**config.mk**
```make
export PLATFORM = sky130hd
export DESIGN_NAME = enc_key_scheduler
export DESIGN_NICKNAME = d
export VERILOG_FILES = /design/src/rtl/boron_key_pkg.sv /design/src/rtl/enc_key_round.sv /design/src/rtl/enc_key_scheduler.sv
export SDC_FILE = /design/constraint.sdc
export NUM_CORES = 1
export LEC_CHECK = 0
export CORE_ASPECT_RATIO = 1.4
export CORE_MARGIN = 2
export CORE_UTILIZATION = 40
export CTS_CLUSTER_DIAMETER = 100
export DETAILED_ROUTE_END_ITERATION = 8
export GPL_TIMING_DRIVEN = 0
export PLACE_DENSITY = 0.72
export SLEW_MARGIN = 20
export SYNTH_ARGS = -nofsm -noshare
export SYNTH_HDL_FRONTEND = slang
export SYNTH_SLANG_ARGS = --single-unit
```
**constraint.sdc**
```tcl
create_clock -name clk -period 4.4 [get_ports clk]
set_input_delay 0.88 -clock clk [delete_from_list [all_inputs] [get_ports clk]]
set_output_delay 0.88 -clock clk [all_outputs]
set_load 0.1 [all_outputs]
```
**src/rtl/boron_key_pkg.sv**
```systemverilog
// rtl/boron_key_pkg.sv - shared constants and types for the Boron key schedulers
package boron_key_pkg;

  localparam int KEY_BITS       = 80;
  localparam int NUM_ROUND_KEYS = 26;
  localparam int ROT_AMOUNT     = 13;

  typedef logic [4:0] idx_t;
  typedef logic [1:0] state_t;

  localparam state_t ST_IDLE = 2'b00;
  localparam state_t ST_RUN  = 2'b01;
  localparam state_t ST_DONE = 2'b10;

  localparam idx_t LAST_IDX = idx_t'(NUM_ROUND_KEYS - 1);

  // Element 0 is the first entry so SBOX[x] reads naturally.
  localparam logic [0:15][3:0] SBOX = {
    4'hE, 4'h4, 4'hB, 4'h1, 4'h7, 4'h9, 4'hC, 4'hA,
    4'hD, 4'h2, 4'h0, 4'hF, 4'h8, 4'h5, 4'h3, 4'h6
  };

endpackage

```
**src/rtl/enc_key_round.sv**
```systemverilog
// rtl/enc_key_round.sv - one forward key-register update (rotate, S-box, counter xor)
module enc_key_round
  import boron_key_pkg::*;
(
  input  logic [KEY_BITS-1:0] key,
  input  logic [4:0]          round_ctr,
  output logic [KEY_BITS-1:0] next_key
);

  logic [KEY_BITS-1:0] rot;

  assign rot = {key[KEY_BITS-1-ROT_AMOUNT:0], key[KEY_BITS-1:KEY_BITS-ROT_AMOUNT]};

  always_comb begin
    next_key        = rot;
    next_key[3:0]   = SBOX[rot[3:0]];
    next_key[63:59] = rot[63:59] ^ round_ctr;
  end

endmodule

```
**src/rtl/enc_key_scheduler.sv**
```systemverilog
// rtl/enc_key_scheduler.sv - streams Boron round keys K0..K25 and returns the final key register
module enc_key_scheduler
  import boron_key_pkg::*;
(
  input  logic                clk,
  input  logic                rst,
  input  logic                start,
  input  logic [KEY_BITS-1:0] master_key,
  output logic                busy,
  output logic                rk_valid,
  input  logic                rk_ready,
  output logic [63:0]         rk,
  output logic [4:0]          rk_index,
  output logic                done,
  output logic [KEY_BITS-1:0] last_key
);

  state_t              state;
  idx_t                idx;
  logic [KEY_BITS-1:0] key_reg;
  logic [KEY_BITS-1:0] next_key;

  enc_key_round u_round (
    .key       (key_reg),
    .round_ctr (idx + 5'd1),
    .next_key  (next_key)
  );

  assign rk_valid = (state == ST_RUN);
  assign busy     = (state == ST_RUN) || (state == ST_DONE);
  assign done     = (state == ST_DONE);
  assign rk       = rk_valid ? key_reg[63:0] : 64'h0;
  assign rk_index = rk_valid ? idx : 5'd0;

  always_ff @(posedge clk) begin
    if (rst) begin
      state    <= ST_IDLE;
      idx      <= '0;
      key_reg  <= '0;
      last_key <= '0;
    end else begin
      case (state)
        ST_IDLE: begin
          if (start) begin
            key_reg <= master_key;
            idx     <= '0;
            state   <= ST_RUN;
          end
        end
        ST_RUN: begin
          if (rk_ready) begin
            // The final key is captured as-is; the register is not advanced past K25.
            if (idx == LAST_IDX) begin
              last_key <= key_reg;
              state    <= ST_DONE;
            end else begin
              key_reg <= next_key;
              idx     <= idx + 5'd1;
            end
          end
        end
        ST_DONE: state <= ST_IDLE;
        default: state <= ST_IDLE;
      endcase
    end
  end

endmodule

```
# Yosys cells after proc, flatten, opt, wreduce, memory -nomap -nowiden
# Memories as Yosys holds them, arrays and structs flattened.
# Index checks and enable logic that the tools add are counted.
# word_totals
register_bits,167
romBits,64
input_bits,84
out_inout_bits,152
word_cells,38
memories,1
# memory_table
memory,words,width,read_ports,rd_ports_with_merged_regs,write_ports,line_no,rtl
(no name shown),16,4,1,0,0,enc_key_round.sv:16,next_key[3:0] = SBOX[rot[3:0]];
# classes
addsub,1
order_cmp,1
n_eq_ne,7
mux,16
n_bitwise,2
reduce_logical,6
# op_table
operator,count
80-bit two-way mux,3
80-bit case mux with 2 select lines,1
64-bit two-way mux,1
5-bit two-way mux,4
5-bit case mux with 2 select lines,1
4-bit two-way mux,2
2-bit two-way mux,3
3-bit AND reduction,2
"5-bit by 1-bit adder with 5-bit output, second input constant",1
"5-bit == test, second input constant",1
"5-bit >= comparator, second input constant",1
4-bit NOT with 5-bit output,1
5-bit XOR,1
"2-bit by 1-bit != test with 1-bit output, second input constant",2
"2-bit != test, second input constant",2
2-bit case mux with 2 select lines,1
4-bit AND reduction,1
"2-bit by 1-bit == test with 1-bit output, second input constant",1
"2-bit == test, second input constant",1
2-bit zero test,1
2-bit nonzero test,1
1-bit logical OR,1

# Depth between registers and ports, before layout
# Gate-level depths: netlist (run 1).
# logic_depth
word_depth,7
ltp_mapped,9

# Cells and area by module
# From an unflattened synthesis (run 1), not the netlist that was laid out.
# hier_totals
hier_cells,1033
area_unflattened_um2,8738.4
# by_module_without_submodules
module,instances,cells_per_inst,area_per_inst_um2,seq_area_each_um2
enc_key_scheduler,1,938,8031.5,3343.2
enc_key_round,1,95,706.9,0.0

# Worst setup path before layout (run 1)
# No wires, ideal clock.
# synth_path
path_kind,flip-flop to output port
start,reg state[1]
end,out rk_index[1]
arrival_time_ps,3227
slack_ps,293
stages_incl_launch_ff,7
path_cell_list,dfxtp_1 > inv_1 > ha_1 > inv_1 > clkbuf_1 > clkbuf_1 > nor2_1
# synth_between
elab_chain_len,2
# synth_rtl
element,line_no,rtl
from (decl),enc_key_scheduler.sv:18,state_t state;
from (signal assigned),enc_key_scheduler.sv:37,state <= ST_IDLE;
from (signal assigned),enc_key_scheduler.sv:47,state <= ST_RUN;
from (signal assigned),enc_key_scheduler.sv:55,state <= ST_DONE;
2-bit by 1-bit == test with 1-bit output,enc_key_scheduler.sv:29,assign rk_valid = (state == ST_RUN);
named net rk_valid,enc_key_scheduler.sv:10,"output logic rk_valid,"
5-bit two-way mux,enc_key_scheduler.sv:33,assign rk_index = rk_valid ? idx : 5'd0;
to (decl),enc_key_scheduler.sv:13,"output logic [4:0] rk_index,"
# The timed path passes the listed nets, and every way through them passes these cells.

# Worst setup path in the final report (run 1)
# layout_path
start,reg state[1]
end,out rk[42]
# layout_between
elab_chain_len,2
# layout_rtl
element,line_no,rtl
2-bit by 1-bit == test with 1-bit output,enc_key_scheduler.sv:29,
64-bit two-way mux,enc_key_scheduler.sv:32,assign rk = rk_valid ? key_reg[63:0] : 64'h0;
to (decl),enc_key_scheduler.sv:12,"output logic [63:0] rk,"
# Every way passes these cells.

==> results by group, run 1 <==
Route
  • Average vias per placed instance: between 5 and 6
  • Total via count after detailed routing: a little over 7000
  • Antenna violation net count after detailed routing: 0
  • Final routed wire length divided by cell count: 18.0 um
  • Post-detailed-routing wire length: between 20000 and 25000 um
  • Number of DRC markers after the initial detailed-route iteration: 425
  • DRC violation count after routing: 0
  • DRT Pass-1 Iters: 5

Synthesis
  • Async SR Flop Fraction: 0%
  • Compound-Gate Fraction of Synth Area: a little over a fifth
  • Average size of a mapped cell: roughly 8.0 um2
  • Main combinational cell family by area after synthesis: simple AND/OR/NAND/NOR gates
  • Count of state elements after synthesis: ~170
  • Sequential element share of the synthesized area: between 40% and 50%
  • Count of synthesis-stage warnings from yosys: 0
  • Cells taking the most area after synthesis: sky130_fd_sc_hd__dfxtp_1 (47%), sky130_fd_sc_hd__a21oi_1 (11%), sky130_fd_sc_hd__nand2_1 (9.1%)
  • Number of instances in the synthesized netlist: 880
  • Synth cell types: 37
  • Syn nets: just under 1000
  • Synth Area in Simple Gates: between 20% and 30%
  • Post-synth EDFFs: 0
  • Mux cell area share after synthesis: between 1.5 and 2%
  • Top-area cell type share of the netlist area: 47.4%
  • Fraction of synthesized cell area in xor and xnor cells: 0.993%
  • Biggest area consumer among synthesized cells: sky130_fd_sc_hd__dfxtp_1
  • Netlist area before placement: around 7100 um2
  • Primary flip-flop cell chosen by synthesis mapping: sky130_fd_sc_hd__dfxtp_1
  • Adder and majority gate portion of the synthesized area: 1.24%

STA
  • Worst Hold Margin: roughly 0.45 ns
  • Hold Vio Cnt, Final: 0
  • Tcrit/Tclk final: a little over nine tenths
  • Min Clock Period, post-route: between 4 and 5 ns
  • Setup-failing EPs final: 0
  • Maximum frequency from static timing analysis: 242 MHz
  • Max-slew violations: 0
  • Tightest Pin Transition: 1.05 ns
  • Total Negative Setup Slacks: 0 ns
  • Unrepaired setup endpoints after global routing: no
  • Fin Clk Skew: roughly 0.014 ns
  • Max_slew headroom: 29.4%

Min path
  • Worst min path class: reg -> reg

Place
  • Final GP Congestion: between 0.8 and 0.9
  • Number of input and output port buffers inserted: 233
  • Placed wire-length estimate: ~19000 um

Critical path
  • Startpoint type of the worst setup path: register
  • Type of element capturing the critical path: output pin
  • Crit path required time: ~3.5 ns
  • Crit Path Max Fanout: 10
  • Critical setup path kind: reg -> out
  • Arrival time at the worst endpoint: ~3.3 ns

Layout
  • Total number of nets in the final design: roughly 1200
  • Most frequent standard cell in the layout excluding fill and tap cells: sky130_fd_sc_hd__clkdlybuf4s50_1
  • Most frequent cells in the layout: sky130_fd_sc_hd__clkdlybuf4s50_1 (224), sky130_fd_sc_hd__nand2_1 (171), sky130_fd_sc_hd__dfxtp_1 (167), sky130_fd_sc_hd__a21oi_1 (152), sky130_fd_sc_hd__nor2_1 (85)
  • Layout overhead on the synthesized area: 45.4%
  • Final Util: around three fifths
  • Number of antenna repair diodes: 0
  • Share of cells above drive strength 1: between 5 and 6%

Power and ir drop
  • Power Dens Cells: between 300 and 400 nW/um2
  • Max rail drop VDD: around 0.25 mV
  • Leakage power of the design: between 3 and 4 nW

Clock network
  • Hold-fix buffers, CTS: 0
  • CTS H-tree lvls: 4
  • CTS Root Buffer Type: sky130_fd_sc_hd__clkbuf_16
  • Total CTS buffers: 17
  • Post-CTS Resized: 0
  • CTS tree: done
  • Clock latency on the worst-skew pair: ~0.43 ns
  • Maximum root-to-sink buffer count: 2
  • CTS sink count: between 150 and 200
  • Setup Fix Bufs, Post-CTS: 0
  • Clock slew seen by the registers of the worst setup and hold paths: about 0.060 ns

Floorplanning
  • Area of the die: between 15000 and 20000 um2
  • Core footprint: 17300 um2
  • Starting Density: about 40%
  • Die Wd: approximately 120 um
  • Number of rows created at floorplan: 57
  • Top-level port count: ~240
  • Die Height: about 160 um

Global routing
  • First-pass GRT wire length: between 30000 and 40000 um
  • Antenna violations before repair: 0
  • Number of global-route vias before repair: around 7000
  • Total gr overflow: 0
  • Overall fraction of global-route tracks in use: between 20% and 30%
  • Pin count of the biggest net entering global routing: 17

Run status
  • Outcome: completed

Job
  • Number of maximum-capacitance constraint violations: 0
==> cell families (layout without fill, tap and decap cells) <==
family          Yosys count  in the layout
xor+xnor                  8              8
compound gates          248            248
flops                   167            167
fa+ha+maj                 7              7
buf+inv                  86            349
simple gates            351            351
mux                      13             13
==> routing by layer <==
metal / routed length (um) / part of all wire (%) / up-vias / GRT usage [%]
met5: 0 / 0 / - / 0
met4: 998 / 4.0 / 0 / 12.1
met3: 1540 / 6.2 / 61 / 5.14
met2: 12600 / 51 / 278 / 45.7
met1: 9730 / 39 / 3353 / 31.7
li1: - / - / 3493 / -
==> synthesized netlist by cell type (all sizes together), types with 2 or more instances <==
| cell type | n |
|---|---|
| nand3 | 6 |
| buf | 30 |
| o21ai | 6 |
| a221oi | 2 |
| nor2 | 85 |
| nor3 | 6 |
| a211oi | 78 |
| and2 | 69 |
| inv | 9 |
| xnor2 | 3 |
| nor2b | 3 |
| a311oi | 2 |
| nand4 | 2 |
| a21oi | 152 |
| dfxtp | 167 |
| or3 | 2 |
| mux2i | 13 |
| clkbuf | 47 |
| nand3b | 2 |
| nand2 | 171 |
| xor2 | 5 |
| ha | 7 |
| nand2b | 2 |
| o41ai | 2 |
==> power by group <==
part | total [mW] | internal, mW | leakage (nW) | switching [mW]
clock network | 1.42 | 0.782 | 0.249 | 0.637
registers | 1.70 | 1.61 | 1.36 | 0.0930
logic | 0.822 | 0.273 | 2.13 | 0.549
total | 3.94 | 2.66 | 3.75 | 1.28
==> worst max-delay path: stages (launching register included) <==
cell and delay [ns]:
sky130_fd_sc_hd__dfxtp_1 0.31, sky130_fd_sc_hd__inv_1 0.09, sky130_fd_sc_hd__ha_1 0.31, sky130_fd_sc_hd__buf_2 0.31, sky130_fd_sc_hd__clkbuf_1 0.35, sky130_fd_sc_hd__and2_1 0.29, sky130_fd_sc_hd__clkdlybuf4s50_1 1.17
==> metrics by stage <==
step           instance area (um2)  power [mW]  setup WS [ns]  cells
2_1_floorplan                 7060        2.26          0.293    880
3_3_place_gp                  9680        2.54          0.581   1349
3_5_place_dp                  9680        2.55          0.498   1349
4_1_cts                      10200        3.95         0.0509   1379
5_1_grt                      10300        4.09         0.0852   1379
6_report                     10300        3.94          0.265   1379
==> area by class of cell <==
cell class / count / area, um2
plain buffers: 77 / 350
clock buffers: 18 / 429
clock inverters: 12 / 121
fillers: 1600 / 7070
inverters: 9 / 33.8
multi-input cells: 627 / 3330
flip-flops and latches: 167 / 3340
well taps: 236 / 295
repair buffers: 233 / 2350
==> final timing paths <==
| kind | startpoint | end | slack, ns | cells past startpoint |
|---|---|---|---|---|
| max | state[1]$_SDFFE_PP0P_ | rk[42] | 0.27 | 6 |
| min | last_key[8]$_SDFFE_PP0P_ | last_key[8]$_SDFFE_PP0P_ | 0.45 | 2 |
| max reg2reg | state[1]$_SDFFE_PP0P_ | key_reg[74]$_SDFFE_PP0P_ | 1.98 | 7 |
| min reg2reg | last_key[8]$_SDFFE_PP0P_ | last_key[8]$_SDFFE_PP0P_ | 0.45 | 2 |
No activity file was read; power rests on OpenSTA's default activity.
==> run 2, diff against run 1 <==
- GPL_TIMING_DRIVEN: 0 -> unset
==> results by group, run 2 (same netlist as run 1, synthesis figures left out) <==
Run status
  • Outcome: completed (unchanged)

Global routing
  • First-pass GRT wire length: 34800 um (was 38000 um)
  • Total gr overflow: 0 (unchanged)
  • Overall fraction of global-route tracks in use: 24.3% (was 26.6%)
  • Number of global-route vias before repair: 6289 (was 7016)
  • Pin count of the biggest net entering global routing: 104 (was 17)
  • Antenna violations before repair: 0 (unchanged)

Place
  • Number of input and output port buffers inserted: 235 (was 233)
  • Standard cell area after detailed placement: 9340 um2 (was 9680 um2)
  • Placed wire-length estimate: 16300 um (was 18800 um)
  • Number of placed cells counting well taps: 1288 (was 1349)
  • Final GP Congestion: 0.866 (was 0.884)

Floorplanning
  • Number of rows created at floorplan: 57 (unchanged)
  • Area of the die: 18700 um2 (unchanged)
  • Die Wd: 116 um (unchanged)
  • Top-level port count: 236 (unchanged)
  • Core footprint: 17300 um2 (unchanged)
  • Die Height: 161 um (unchanged)
  • Starting Density: 40.7% (unchanged)

Clock network
  • Hold-fix buffers, CTS: 0 (unchanged)
  • Maximum root-to-sink buffer count: 2 (unchanged)
  • CTS Root Buffer Type: sky130_fd_sc_hd__clkbuf_16 (unchanged)
  • Total CTS buffers: 17 (unchanged)
  • Clock latency on the worst-skew pair: 0.42 ns (was 0.43 ns)
  • CTS H-tree lvls: 4 (unchanged)
  • CTS tree: done (unchanged)
  • Clock slew seen by the registers of the worst setup and hold paths: 0.06 ns (about the same)
  • Setup Fix Bufs, Post-CTS: 0 (unchanged)
  • CTS sink count: 167 (unchanged)
  • Post-CTS Resized: 0 (unchanged)

STA
  • Worst Hold Margin: 0.451 ns (was 0.454 ns)
  • Hold Vio Cnt, Final: 0 (unchanged)
  • Max_slew headroom: 25.9% (was 29.4%)
  • Max-slew violations: 0 (unchanged)
  • Tcrit/Tclk final: 79.3% (was 94.0%)
  • Total Negative Setup Slacks: 0 ns (unchanged)
  • Tightest Pin Transition: 1.11 ns (was 1.05 ns)
  • Setup-failing EPs final: 0 (unchanged)
  • Fin Clk Skew: 0.0112 ns (was 0.0138 ns)
  • Maximum frequency from static timing analysis: 287 MHz (was 242 MHz)
  • Unrepaired setup endpoints after global routing: no (unchanged)
  • Min Clock Period, post-route: 3.49 ns (was 4.13 ns)

Min path
  • Worst min path class: reg -> reg (unchanged)
  • Worst Min Path Start: last_key[66]$_SDFFE_PP0P_ (was last_key[8]$_SDFFE_PP0P_)

Route
  • Average vias per placed instance: 5.13 (was 5.21)
  • Final routed wire length divided by cell count: 17.3 um (was 18.0 um)
  • Number of DRC markers after the initial detailed-route iteration: 483 (was 425)
  • Total via count after detailed routing: 6767 (was 7185)
  • Antenna violation net count after detailed routing: 0 (unchanged)
  • DRT Pass-1 Iters: 7 (was 5)
  • Post-detailed-routing wire length: 22900 um (was 24800 um)
  • DRC violation count after routing: 0 (unchanged)

Job
  • Number of maximum-capacitance constraint violations: 0 (unchanged)

Layout
  • Multi-input logic area: 3370 um2 (was 3330 um2)
  • Number of standard cells in the final layout excluding fillers: 1320 (was 1379)
  • Share of cells above drive strength 1: 10.8% (was 5.34%)
  • Filler cell count in the final layout: 1600 (unchanged)
  • Fin area: 9920 um2 (was 10300 um2)
  • Most frequent cells in the layout: sky130_fd_sc_hd__nand2_1 (171), sky130_fd_sc_hd__dfxtp_1 (167), sky130_fd_sc_hd__clkdlybuf4s50_1 (164), sky130_fd_sc_hd__a21oi_1 (152), sky130_fd_sc_hd__nor2_1 (85) (was sky130_fd_sc_hd__clkdlybuf4s50_1 (224), sky130_fd_sc_hd__nand2_1 (171), sky130_fd_sc_hd__dfxtp_1 (167), sky130_fd_sc_hd__a21oi_1 (152), sky130_fd_sc_hd__nor2_1 (85))
  • Total number of nets in the final design: 1162 (was 1223)
  • Reg area: 3340 um2 (unchanged)
  • Number of antenna repair diodes: 0 (unchanged)
  • Most frequent standard cell in the layout excluding fill and tap cells: sky130_fd_sc_hd__nand2_1 (was sky130_fd_sc_hd__clkdlybuf4s50_1)
  • Layout overhead on the synthesized area: 40.5% (was 45.4%)

Critical path
  • Startpoint type of the worst setup path: register (unchanged)
  • Crit path required time: 3.52 ns (about the same)
  • Launching element of the worst setup path: state[1]$_SDFFE_PP0P_ (unchanged)
  • Critical setup path kind: reg -> out (unchanged)
  • Type of element capturing the critical path: output pin (unchanged)
  • Arrival time at the worst endpoint: 2.61 ns (was 3.25 ns)
  • Launching point of the worst reg2reg path: state[1]$_SDFFE_PP0P_ (unchanged)
  • Crit Path Max Fanout: 97 (was 10)

Power and ir drop
  • Leakage power of the design: 3.63 nW (was 3.75 nW)
  • Max rail drop VDD: 0.266 mV (was 0.252 mV)
  • Power Dens Cells: 399 nW/um2 (was 384 nW/um2)
run 2: cell types whose count changed in the layout (fill, tap and decap cells not counted), moves of 2 or more:
cell / previous run / this run
sky130_fd_sc_hd__clkbuf_1: 48 / 5
sky130_fd_sc_hd__dlymetal6s2s_1: 9 / 0
sky130_fd_sc_hd__clkbuf_8: 0 / 3
sky130_fd_sc_hd__buf_4: 2 / 83
sky130_fd_sc_hd__clkinvlp_4: 6 / 2
sky130_fd_sc_hd__buf_2: 25 / 0
sky130_fd_sc_hd__inv_6: 3 / 0
sky130_fd_sc_hd__clkinv_2: 0 / 2
sky130_fd_sc_hd__buf_6: 3 / 1
sky130_fd_sc_hd__clkdlybuf4s50_1: 224 / 164
run 2: metrics by stage:
stage / util (%) / setup WS [ns] / total power, mW
final: 57.2 / 0.912 / 3.95
after global routing: 57.2 / 0.715 / 4.10
after CTS: 57.2 / 0.876 / 3.97
after detailed placement: 53.9 / 1.13 / 2.51
after global placement: 53.9 / 1.21 / 2.49
after floorplan: - / 0.293 / 2.26
run 2: area by class of cell:
class	count	area share [%]
flip-flops and latches	167	33.7
repair buffers	249	23.2
clock inverters	7	0.946
clock buffers	25	4.90
well taps	236	2.98
multi-input cells	627	34.0
inverters	9	0.341
run 2: metal layers:
layer / track usage [%] / wire (um) / vias to the layer above
met5: 0 / 0 / -
met2: 39.2 / 11100 / 226
met3: 4.43 / 1240 / 53
met4: 11.7 / 924 / 0
li1: - / - / 3378
met1: 31.1 / 9630 / 3110
run 2: path summary, 6_finish.rpt:
check	end	slack, ns	cells past startpoint
setup / recovery	rk_index[1]	0.91	5
hold / removal	last_key[66]$_SDFFE_PP0P_	0.45	2
setup reg to reg	key_reg[45]$_SDFFE_PP0P_	1.15	7
hold reg to reg	last_key[66]$_SDFFE_PP0P_	0.45	2
run 2: critical path, cell delays in order (launching register included):
cell and delay, ns:
sky130_fd_sc_hd__dfxtp_1 0.31, sky130_fd_sc_hd__inv_1 0.12, sky130_fd_sc_hd__ha_4 0.83, sky130_fd_sc_hd__inv_2 0.41, sky130_fd_sc_hd__nor2_1 0.20, sky130_fd_sc_hd__buf_4 0.31
run 2: power breakdown:
| group | switching [mW] | internal (mW) |
|---|---|---|
| Sequential | 0.0914 | 1.61 |
| Clock | 0.595 | 0.881 |
| Combinational | 0.524 | 0.255 |
==> run 3, diff against run 2 <==
- PLACE_DENSITY: 0.72 -> 0.75
- clock period: 4.4 -> 3.05 ns (I/O delays scaled with it)
==> results by group, run 3 (same netlist as run 1, synthesis figures left out) <==
STA
  • Hold Vio Cnt, Final: 0 (unchanged)
  • Min Clock Period, post-route: 2.73 ns
  • Maximum frequency from static timing analysis: about 370 MHz
  • Worst Hold Margin: 0.456 ns (was 0.451 ns)
  • Tcrit/Tclk final: between 80% and 90%
  • Fin Clk Skew: 0.0148 ns (was 0.0112 ns)
  • Tightest Pin Transition: 0.740 ns (was 1.11 ns)
  • Max-slew violations: 0 (unchanged)
  • Setup-failing EPs final: 0 (unchanged)
  • Max_slew headroom: 50.7% (was 25.9%)
  • Total Negative Setup Slacks: 0 ns (unchanged)
  • Unrepaired setup endpoints after global routing: no (unchanged)

Critical path
  • Crit path largest cell delay: 0.45 ns (was 0.83 ns)
  • Arrival time at the worst endpoint: 2.12 ns (was 2.61 ns)
  • Critical Path End: rk[53] (was rk_index[1])
  • Depth of the worst register-to-register path: 7 (unchanged)
  • Critical setup path kind: reg -> out (unchanged)
  • Cell at the slowest stage of the critical path: sky130_fd_sc_hd__ha_4 (unchanged)
  • Type of element capturing the critical path: output pin (unchanged)
  • End of the worst register-to-register path: last_key[50]$_SDFFE_PP0P_ (was key_reg[45]$_SDFFE_PP0P_)
  • Startpoint type of the worst setup path: register (unchanged)
  • Cells along the critical path: inv_1 -> ha_4 -> buf_4 -> and2_1 -> buf_12 (was inv_1 -> ha_4 -> inv_2 -> nor2_1 -> buf_4)
  • Crit path required time: 2.44 ns (was 3.52 ns)
  • Launching point of the worst reg2reg path: state[1]$_SDFFE_PP0P_ (unchanged)
  • Launching element of the worst setup path: state[1]$_SDFFE_PP0P_ (unchanged)
  • Internal reg-to-reg setup slack: 0.75 ns (was 1.15 ns)
  • Crit Path Max Fanout: 39 (was 97)

Global routing
  • Overall fraction of global-route tracks in use: 24.7% (was 24.3%)
  • First-pass GRT wire length: 35500 um (was 34800 um)
  • Number of global-route vias before repair: 6465 (was 6289)
  • Total gr overflow: 0 (unchanged)
  • Antenna violations before repair: 1 (was 0)
  • Pin count of the biggest net entering global routing: 87 (was 104)

Place
  • Placed wire-length estimate: 16500 um (was 16300 um)
  • Final GP Congestion: 0.832 (was 0.866)
  • Number of input and output port buffers inserted: 235 (unchanged)

Layout
  • Final Util: 61.4% (was 57.2%)
  • Total number of nets in the final design: 1162 (unchanged)
  • Layout overhead on the synthesized area: 50.7% (was 40.5%)
  • Share of cells above drive strength 1: 18.8% (was 10.8%)
  • Most frequent cells in the layout: sky130_fd_sc_hd__nand2_1 (171), sky130_fd_sc_hd__dfxtp_1 (167), sky130_fd_sc_hd__a21oi_1 (152), sky130_fd_sc_hd__buf_4 (92), sky130_fd_sc_hd__nor2_1 (84) (was sky130_fd_sc_hd__nand2_1 (171), sky130_fd_sc_hd__dfxtp_1 (167), sky130_fd_sc_hd__clkdlybuf4s50_1 (164), sky130_fd_sc_hd__a21oi_1 (152), sky130_fd_sc_hd__nor2_1 (85))
  • Most frequent standard cell in the layout excluding fill and tap cells: sky130_fd_sc_hd__nand2_1 (unchanged)

Route
  • Antenna violation net count after detailed routing: 0 (unchanged)
  • Total via count after detailed routing: 6897 (was 6767)
  • Wire length on met1: 9350 um (was 9630 um)
  • Met2 wire length: 11500 um (was 11100 um)
  • Final routed wire length divided by cell count: 17.5 um (was 17.3 um)
  • DRC violation count after routing: 0 (unchanged)
  • DRT Pass-1 Iters: 6 (was 7)
  • Average vias per placed instance: 5.22 (was 5.13)
  • Highest routing layer actually used: met4 (unchanged)
  • Met3 wire len: 1350 um (was 1240 um)
  • Number of DRC markers after the initial detailed-route iteration: 510 (was 483)
  • Post-detailed-routing wire length: 23200 um (was 22900 um)

Min path
  • Worst min path class: reg -> reg (unchanged)
  • Number of stages on the worst hold path: 2 (unchanged)
  • Worst Min Path Start: last_key[8]$_SDFFE_PP0P_ (was last_key[66]$_SDFFE_PP0P_)

Power and ir drop
  • Clock power frac: 36.4% (was 37.3%)
  • Sum of internal, switching and leakage power: 5.83 mW (was 3.95 mW)
  • Power Dens Cells: 548 nW/um2 (was 399 nW/um2)
  • Internal power consumption: 4.01 mW (was 2.74 mW)
  • Sw power: 1.82 mW (was 1.21 mW)
  • Leakage power of the design: 4.02 nW (was 3.63 nW)
  • Sw frac: 31.2% (was 30.6%)
  • Max rail drop VDD: 0.327 mV (was 0.266 mV)
  • Part of the power in registers: 42.0% (was 43.0%)
  • Proportion of power drawn by combinational gates: 21.6% (was 19.7%)

Job
  • Number of maximum-capacitance constraint violations: 0 (unchanged)

Clock network
  • Hold-fix buffers, CTS: 0 (unchanged)
  • Total CTS buffers: 17 (unchanged)
  • Setup Fix Bufs, Post-CTS: 0 (unchanged)
  • CTS H-tree lvls: 4 (unchanged)
  • CTS sink count: 167 (unchanged)
  • CTS Root Buffer Type: sky130_fd_sc_hd__clkbuf_16 (unchanged)
  • Post-CTS Resized: 0 (unchanged)
  • Clock latency on the worst-skew pair: 0.42 ns (about the same)
  • Clock slew seen by the registers of the worst setup and hold paths: 0.07 ns (was 0.06 ns)
  • Maximum root-to-sink buffer count: 2 (unchanged)
  • CTS tree: done (unchanged)

Floorplanning
  • Area of the die: 18700 um2 (unchanged)
  • Number of rows created at floorplan: 57 (unchanged)
  • Starting Density: 40.7% (unchanged)
  • Die Wd: 116 um (unchanged)
  • Die Height: 161 um (unchanged)
  • Core footprint: 17300 um2 (unchanged)
  • Top-level port count: 236 (unchanged)

Run status
  • Outcome: completed (unchanged)
run 3: worst min-delay path by stage:
stage | to | slack [ns]
floorplan | last_key[0]$_SDFFE_PP0P_ | 0.44
global placement | last_key[5]$_SDFFE_PP0P_ | 0.44
detailed placement | last_key[8]$_SDFFE_PP0P_ | 0.45
CTS | last_key[56]$_SDFFE_PP0P_ | 0.46
global route | last_key[58]$_SDFFE_PP0P_ | 0.47
finish | last_key[8]$_SDFFE_PP0P_ | 0.46
run 3: power by group through the flow:
| stage | Clock (mW) | Sequential [mW] | Combinational, mW |
|---|---|---|---|
| floorplan | 0 | 2.44 | 0.819 |
| global placement | 0 | 2.49 | 1.24 |
| detailed placement | 0 | 2.49 | 1.26 |
| CTS | 2.17 | 2.45 | 1.26 |
| global route | 2.24 | 2.47 | 1.34 |
| finish | 2.12 | 2.45 | 1.26 |
run 3: routing by layer:
layer / track usage (%) / vias up
met5: 0 / -
met3: 5.40 / 49
met1: 31.0 / 3225
li1: - / 3383
met4: 12.2 / 0
met2: 39.8 / 240
run 3: per-stage QoR:
step / setup WS (ns) / instance area (um2) / std cells
after floorplan: 0.00649 / 7060 / 880
after global placement: 0.604 / 10100 / 1288
after detailed placement: 0.531 / 10100 / 1288
after CTS: 0.298 / 10600 / 1320
after global routing: 0.197 / 10600 / 1321
final: 0.323 / 10600 / 1321
run 3: area by class of cell:
type / count / area, um2
antenna: 1 / 2.50
clock inverter: 14 / 149
tap: 236 / 295
sequential: 167 / 3340
timing repair buffer: 249 / 3010
clock buffer: 18 / 429
inverter: 9 / 33.8
fill: 1504 / 6690
multi-input combinational: 627 / 3370
run 3: worst max-delay path: cells and delay by family (launching register included):
family        cells  cell delay [ns]
buf+inv           3             0.63
flops             1             0.31
simple gates      1             0.30
fa+ha+maj         1             0.45
